===== src/rtl/ixu_pkg.sv =====
// Shared types for the integer-execution divider scheduler: request payload,
// scheduler FSM states and default widths.
package ixu_pkg;

  localparam int unsigned DIV_XLEN  = 32;
  localparam int unsigned DIV_TAG_W = 6;

  typedef enum logic [1:0] {
    IDLE = 2'd0,
    RUN  = 2'd1,
    WB   = 2'd2
  } div_sched_state_t;

  typedef struct packed {
    logic                 is_unsigned;
    logic                 opcode;
    logic [DIV_XLEN-1:0]  a;
    logic [DIV_XLEN-1:0]  b;
    logic [DIV_TAG_W-1:0] tag;
  } div_req_t;

endpackage


===== src/rtl/ixu_rr_arb2.sv =====
// Two-way round-robin arbiter; the pointer names the preferred requester and
// moves to the other side whenever a grant is issued.
module ixu_rr_arb2 (
  input  logic       clk,
  input  logic       rst_n,
  input  logic       en_i,
  input  logic [1:0] req_i,
  output logic [1:0] gnt_o
);

  logic ptr_q, ptr_d;

  // NOTE: every signal written in always_comb gets a default first, so no
  // path through the block can leave it unassigned and infer a latch.
  always_comb begin
    gnt_o = 2'b00;
    ptr_d = ptr_q;
    if (en_i) begin
      if (req_i[0] && (!req_i[1] || !ptr_q)) begin
        gnt_o[0] = 1'b1;
        ptr_d    = 1'b1;
      end else if (req_i[1]) begin
        gnt_o[1] = 1'b1;
        ptr_d    = 1'b0;
      end
    end
  end

  // NOTE: sequential state uses non-blocking assignments only, so every flop
  // samples the pre-edge value of every other flop.
  always_ff @(posedge clk or negedge rst_n) begin
    if (!rst_n) ptr_q <= 1'b0;
    else        ptr_q <= ptr_d;
  end

endmodule


===== src/rtl/ixu_div_sched.sv =====
// Shares one iterative divider between two issue ports: round-robin into a
// single pending slot, start/done sequencing, and a held writeback register.
module ixu_div_sched
  import ixu_pkg::*;
#(
  parameter int unsigned TAG_W = DIV_TAG_W,
  parameter int unsigned XLEN  = DIV_XLEN
) (
  input  logic             core_clock_i,
  input  logic             core_reset_ni,
  input  logic             core_flush_i,

  input  logic             req0_valid_i,
  output logic             req0_ready_o,
  input  logic             req0_unsigned_i,
  input  logic             req0_opcode_i,
  input  logic [XLEN-1:0]  req0_a_i,
  input  logic [XLEN-1:0]  req0_b_i,
  input  logic [TAG_W-1:0] req0_tag_i,

  input  logic             req1_valid_i,
  output logic             req1_ready_o,
  input  logic             req1_unsigned_i,
  input  logic             req1_opcode_i,
  input  logic [XLEN-1:0]  req1_a_i,
  input  logic [XLEN-1:0]  req1_b_i,
  input  logic [TAG_W-1:0] req1_tag_i,

  output logic             div_start_o,
  output logic             div_unsigned_o,
  output logic             div_opcode_o,
  output logic [XLEN-1:0]  div_a_o,
  output logic [XLEN-1:0]  div_b_o,
  output logic             div_flush_o,
  input  logic             div_busy_i,
  input  logic             div_done_i,
  input  logic             div_dbz_i,
  input  logic             div_overflow_i,
  input  logic [XLEN-1:0]  div_res_i,

  output logic             wb_valid_o,
  input  logic             wb_ready_i,
  output logic [TAG_W-1:0] wb_tag_o,
  output logic [XLEN-1:0]  wb_res_o,
  output logic             wb_dbz_o,
  output logic             wb_ovf_o
);

  div_sched_state_t state_q, state_d;
  logic             rst_hold_q;
  logic             pend_v_q, pend_v_d;
  div_req_t         pend_q, pend_d;
  logic [TAG_W-1:0] exec_tag_q, exec_tag_d;
  logic             wb_valid_q, wb_valid_d;
  logic [TAG_W-1:0] wb_tag_q, wb_tag_d;
  logic [XLEN-1:0]  wb_res_q, wb_res_d;
  logic             wb_dbz_q, wb_dbz_d;
  logic             wb_ovf_q, wb_ovf_d;

  logic             accept;
  logic [1:0]       gnt;

  assign div_flush_o = core_flush_i | rst_hold_q;
  assign div_start_o = (state_q == IDLE) & pend_v_q & ~div_busy_i & ~div_done_i
                     & ~core_flush_i;
  // The slot refills in the same cycle it hands its operation to the divider.
  assign accept      = ~rst_hold_q & ~core_flush_i & (~pend_v_q | div_start_o);

  ixu_rr_arb2 u_arb (
    .clk   (core_clock_i),
    .rst_n (core_reset_ni),
    .en_i  (accept),
    .req_i ({req1_valid_i, req0_valid_i}),
    .gnt_o (gnt)
  );

  assign req0_ready_o = gnt[0];
  assign req1_ready_o = gnt[1];

  assign div_unsigned_o = pend_q.is_unsigned;
  assign div_opcode_o   = pend_q.opcode;
  assign div_a_o        = pend_q.a;
  assign div_b_o        = pend_q.b;

  assign wb_valid_o = wb_valid_q;
  assign wb_tag_o   = wb_tag_q;
  assign wb_res_o   = wb_res_q;
  assign wb_dbz_o   = wb_dbz_q;
  assign wb_ovf_o   = wb_ovf_q;

  always_comb begin
    pend_d   = pend_q;
    pend_v_d = pend_v_q;
    if (gnt[0]) begin
      pend_d = '{is_unsigned: req0_unsigned_i, opcode: req0_opcode_i,
                 a: req0_a_i, b: req0_b_i, tag: DIV_TAG_W'(req0_tag_i)};
    end else if (gnt[1]) begin
      pend_d = '{is_unsigned: req1_unsigned_i, opcode: req1_opcode_i,
                 a: req1_a_i, b: req1_b_i, tag: DIV_TAG_W'(req1_tag_i)};
    end
    if (core_flush_i)    pend_v_d = 1'b0;
    else if (|gnt)       pend_v_d = 1'b1;
    else if (div_start_o) pend_v_d = 1'b0;
  end

  always_comb begin
    state_d    = state_q;
    exec_tag_d = exec_tag_q;
    wb_valid_d = wb_valid_q;
    wb_tag_d   = wb_tag_q;
    wb_res_d   = wb_res_q;
    wb_dbz_d   = wb_dbz_q;
    wb_ovf_d   = wb_ovf_q;
    if (core_flush_i) begin
      // A done arriving together with the flush is dropped here.
      state_d    = IDLE;
      wb_valid_d = 1'b0;
    end else begin
      unique case (state_q)
        IDLE: if (div_start_o) begin
          exec_tag_d = TAG_W'(pend_q.tag);
          state_d    = RUN;
        end
        RUN: if (div_done_i) begin
          wb_tag_d   = exec_tag_q;
          wb_res_d   = div_res_i;
          wb_dbz_d   = div_dbz_i;
          wb_ovf_d   = div_overflow_i;
          wb_valid_d = 1'b1;
          state_d    = WB;
        end
        WB: if (wb_ready_i) begin
          wb_valid_d = 1'b0;
          state_d    = IDLE;
        end
        default: state_d = IDLE;
      endcase
    end
  end

  always_ff @(posedge core_clock_i or negedge core_reset_ni) begin
    if (!core_reset_ni) begin
      rst_hold_q <= 1'b1;
      pend_v_q   <= 1'b0;
      state_q    <= IDLE;
      wb_valid_q <= 1'b0;
    end else begin
      rst_hold_q <= 1'b0;
      pend_v_q   <= pend_v_d;
      state_q    <= state_d;
      wb_valid_q <= wb_valid_d;
    end
  end

  // NOTE: payload registers are qualified by their valid bits, so they carry
  // no reset; only the control state above is reset.
  always_ff @(posedge core_clock_i) begin
    pend_q     <= pend_d;
    exec_tag_q <= exec_tag_d;
    wb_tag_q   <= wb_tag_d;
    wb_res_q   <= wb_res_d;
    wb_dbz_q   <= wb_dbz_d;
    wb_ovf_q   <= wb_ovf_d;
  end

endmodule

===== config.mk =====
export PLATFORM = sky130hd
export DESIGN_NAME = ixu_div_sched
export DESIGN_NICKNAME = d
export VERILOG_FILES = /design/src/rtl/ixu_pkg.sv /design/src/rtl/ixu_rr_arb2.sv /design/src/rtl/ixu_div_sched.sv
export SDC_FILE = /design/constraint.sdc
export NUM_CORES = 1
export LEC_CHECK = 0
export BUFFER_PORTS_ARGS = -buffer_cell sky130_fd_sc_hd__buf_4
export CAP_MARGIN = 20
export CORE_MARGIN = 2
export CORE_UTILIZATION = 41
export DETAILED_ROUTE_END_ITERATION = 8
export PLACE_DENSITY = 0.77
export RECOVER_POWER = 25
export SLEW_MARGIN = 20
export SYNTH_ARGS = -nofsm -noshare
export SYNTH_HDL_FRONTEND = slang
export SYNTH_SLANG_ARGS = --single-unit

===== constraint.sdc =====
create_clock -name core_clock_i -period 4.5 [get_ports core_clock_i]
set_input_delay 0.9 -clock core_clock_i [delete_from_list [all_inputs] [get_ports core_clock_i]]
set_output_delay 0.9 -clock core_clock_i [all_outputs]
set_load 0.02 [all_outputs]

==> impl_metrics.toml <==
[worst_setup_path]
crit_arrival_ns = 2.38
critPathRequiredTime_ns = 3.60
critPathLaunchType = "input port"
endpoint_kind = "primary output"
crit_path_max_fanout = 4
timing_worst_setup_path_type = "in -> out"

[grt]
use_met1_pct = 17.1
grt_pass1_wl_um = 18400
met2_usage_pct = 31.0
grt.met3_usage_pct = 7.27
grt_max_degree = 73
first_global_vias = 3582
grt-ovfl-total = 0
grtUsageTotal_pct = 17.3
grt.busiest_layer = "met2"
antenna_found_initial = 0

[clock_network]
clk_latency_ns = 0.40
cts_tree = "yes"
cts_buffers = 17
hold_buffers = 0
cts-root-buf = "clkbuf_16"
cts.sinks = 124
cts_htree_levels = 4
post_cts_buffers = 0
path_clk_slew_ns = 0.06
cts_buffer_depth = 2
cts_resized = 0

[logic_synthesis]
synth-compound-area-share_pct = 1.36
netlist_area_um2 = 5530
yosysSeqAreaShare_pct = 66.9
synth_simple_gate_area_share_pct = 2.04
synth-seq-cells = 124
synth_top_family_by_area = "multiplexers"
synth_fa_ha_area_share_pct = 0
synth_fp_nets = 484
ys_types = 24
synth-xor-area-share_pct = 0
post-synth-top-count-cell = "edfxtp_1"
synth_top_area_share_pct = 64.1
ys.flop_type = "edfxtp_1"
synth_area_leaders = "edfxtp_1 64%, mux2_4 19%, buf_4 8.7%, dfrtp_1 2.3%, buf_6 1.4%"
synthMuxAreaShare_pct = 19.4
synthCells = 298
synth_top_cells_by_count = "118 x edfxtp_1, 69 x mux2_4, 64 x buf_4"
yosysTopAreaCell = "edfxtp_1"
yosysWarnings = 0
synth_area_per_cell_um2 = 18.5
synth-edff-count = 118
ys_async_sr_fraction_pct = 4.84

[power]
seqPwrFrac_pct = 43.6
power_mw = 3.03
cellPowerDensity_nw_per_um2 = 382
p_clk_share_pct = 45.5
power.leakage_nw = 3.54
combPwrFrac_pct = 10.9
sw_frac_of_total_pct = 21.1
internal_power_mw = 2.39
irDropWorstVdd_mv = 0.211
power_switching_uw = 640

[worst_hold_path]
worstHoldPathType = "in -> async"

[final_layout]
final_util_pct = 60.2
diodes = 0
drive_above_1_share_pct = 67.9
fin_nets = 731
area_growth_pct = 43.7

[floorplanning]
ios = 297
die_width_um = 120
die_h_um = 120
core_um2 = 13200
initial_core_util_pct = 41.9
rows = 42
die_area_um2 = 14400

[timing]
setup-violations-final = 0
finalHoldViolCount = 0
fin_setup_tns_ns = 0
whs_ns = 0.370
max_freq_ghz = 0.305
rsz0062_at_grt = "no"
drv_slew = 0
tightest_slew_ns = 0.889
relSlewSlack_pct = 40.0
fin_ws_ns = 1.22
period_share_pct = 72.9
clock_skew_ns = 0.00601
period_needed_ns = 3.28

[placed_design]
gp_congestion = 0.804
io_buffer_count = 296
hpwl_um = 9550
place_ws_ns = 1.35

[route]
first_pass_iters = 4
drc = 0
drt_iter0_markers = 135
routed_wl_um = 12500
via_count = 3354
vias_per_cell = 4.57
drtAntennaViolNets = 0
drt-wirelength-per-cell_um = 17.0

[outcome]
status = "completed"

[run]
drv_cap = 0
cell usage in the layout, fill, tap and decap left out, drive strengths merged, types with 2 or more instances in the layout:
master,instances
clkinv,6
dfrtp,5
edfxtp,118
a31oi,2
and3,4
clkbuf,79
clkinvlp,2
a21oi,2
buf,237
bufinv,3
nor2,7
inv,7
nand2,2
mux2,72
final timing paths:
check | cells after the start | from | slack [ns] | endpoint
max | 5 | div_busy_i | 1.22 | req1_ready_o
min | 1 | core_reset_ni | 0.37 | state_q[0]$_DFFE_PN0P_
max reg2reg | 5 | state_q[0]$_DFFE_PN0P_ | 1.59 | div_a_o[25]$_DFFE_PP_
min reg2reg | 0 | exec_tag_q[2]$_DFFE_PP_ | 0.42 | wb_tag_o[2]$_DFFE_PP_
max in group asynchronous | 1 | core_reset_ni | 3.83 | rst_hold_q$_DFF_PN1_
min in group core_clock_i | 0 | exec_tag_q[2]$_DFFE_PP_ | 0.42 | wb_tag_o[2]$_DFFE_PP_
power groups by stage:
stage	logic (mW)	clock network, mW	registers, mW
finish	0.329	1.38	1.32
global placement	0.331	0	1.34
detailed placement	0.340	0	1.35
CTS	0.342	1.42	1.32
global route	0.351	1.46	1.33
floorplan	0.179	0	1.35
layout make-up:
cell class                 instances  area [um^2]
clock buffer                      17          425
clock inverter                    15          188
fill                            1041         5250
inverter                           3         11.3
multi-input combinational        100         1250
sequential                       124         3690
tap                              176          220
timing repair buffer             299         2150
registers in the layout (all words and copies together) (netlist names):
signal,count
pend_q,6
u_arb.ptr_q,1
div_unsigned_o,1
exec_tag_q,6
wb_res_o,32
pend_v_q,1
state_q,2
div_b_o,32
wb_tag_o,6
wb_valid_o,1
wb_ovf_o,1
rst_hold_q,1
div_a_o,32
wb_dbz_o,1
div_opcode_o,1
through the flow:
stage / cell area, um^2 / cells
3_5_place_dp: 7450 / 702
2_1_floorplan: 5530 / 298
6_report: 7940 / 734
5_1_grt: 7940 / 734
4_1_cts: 8070 / 734
3_3_place_gp: 7450 / 702
logic make-up after synthesis:
| group | after synthesis |
|---|---|
| and+or+nand+nor | 19 |
| other | 1 |
| AOI/OAI and AO/OA | 8 |
| muxes | 72 |
| buffers and inverters | 74 |
| DFF | 124 |
per-layer routing:
layer / routed length, um / vias to the layer above
met2: 6550 / 212
met3: 1260 / 29
met5: 0 / -
met4: 329 / 0
met1: 4320 / 1567
li1: - / 1546
worst max-delay path, cell delays in order:
cell,delay [ns]
buf_4,0.11
o41ai_1,0.78
and2_0,0.28
and3_1,0.17
buf_4,0.14
No activity file was read; power rests on OpenSTA's default activity.
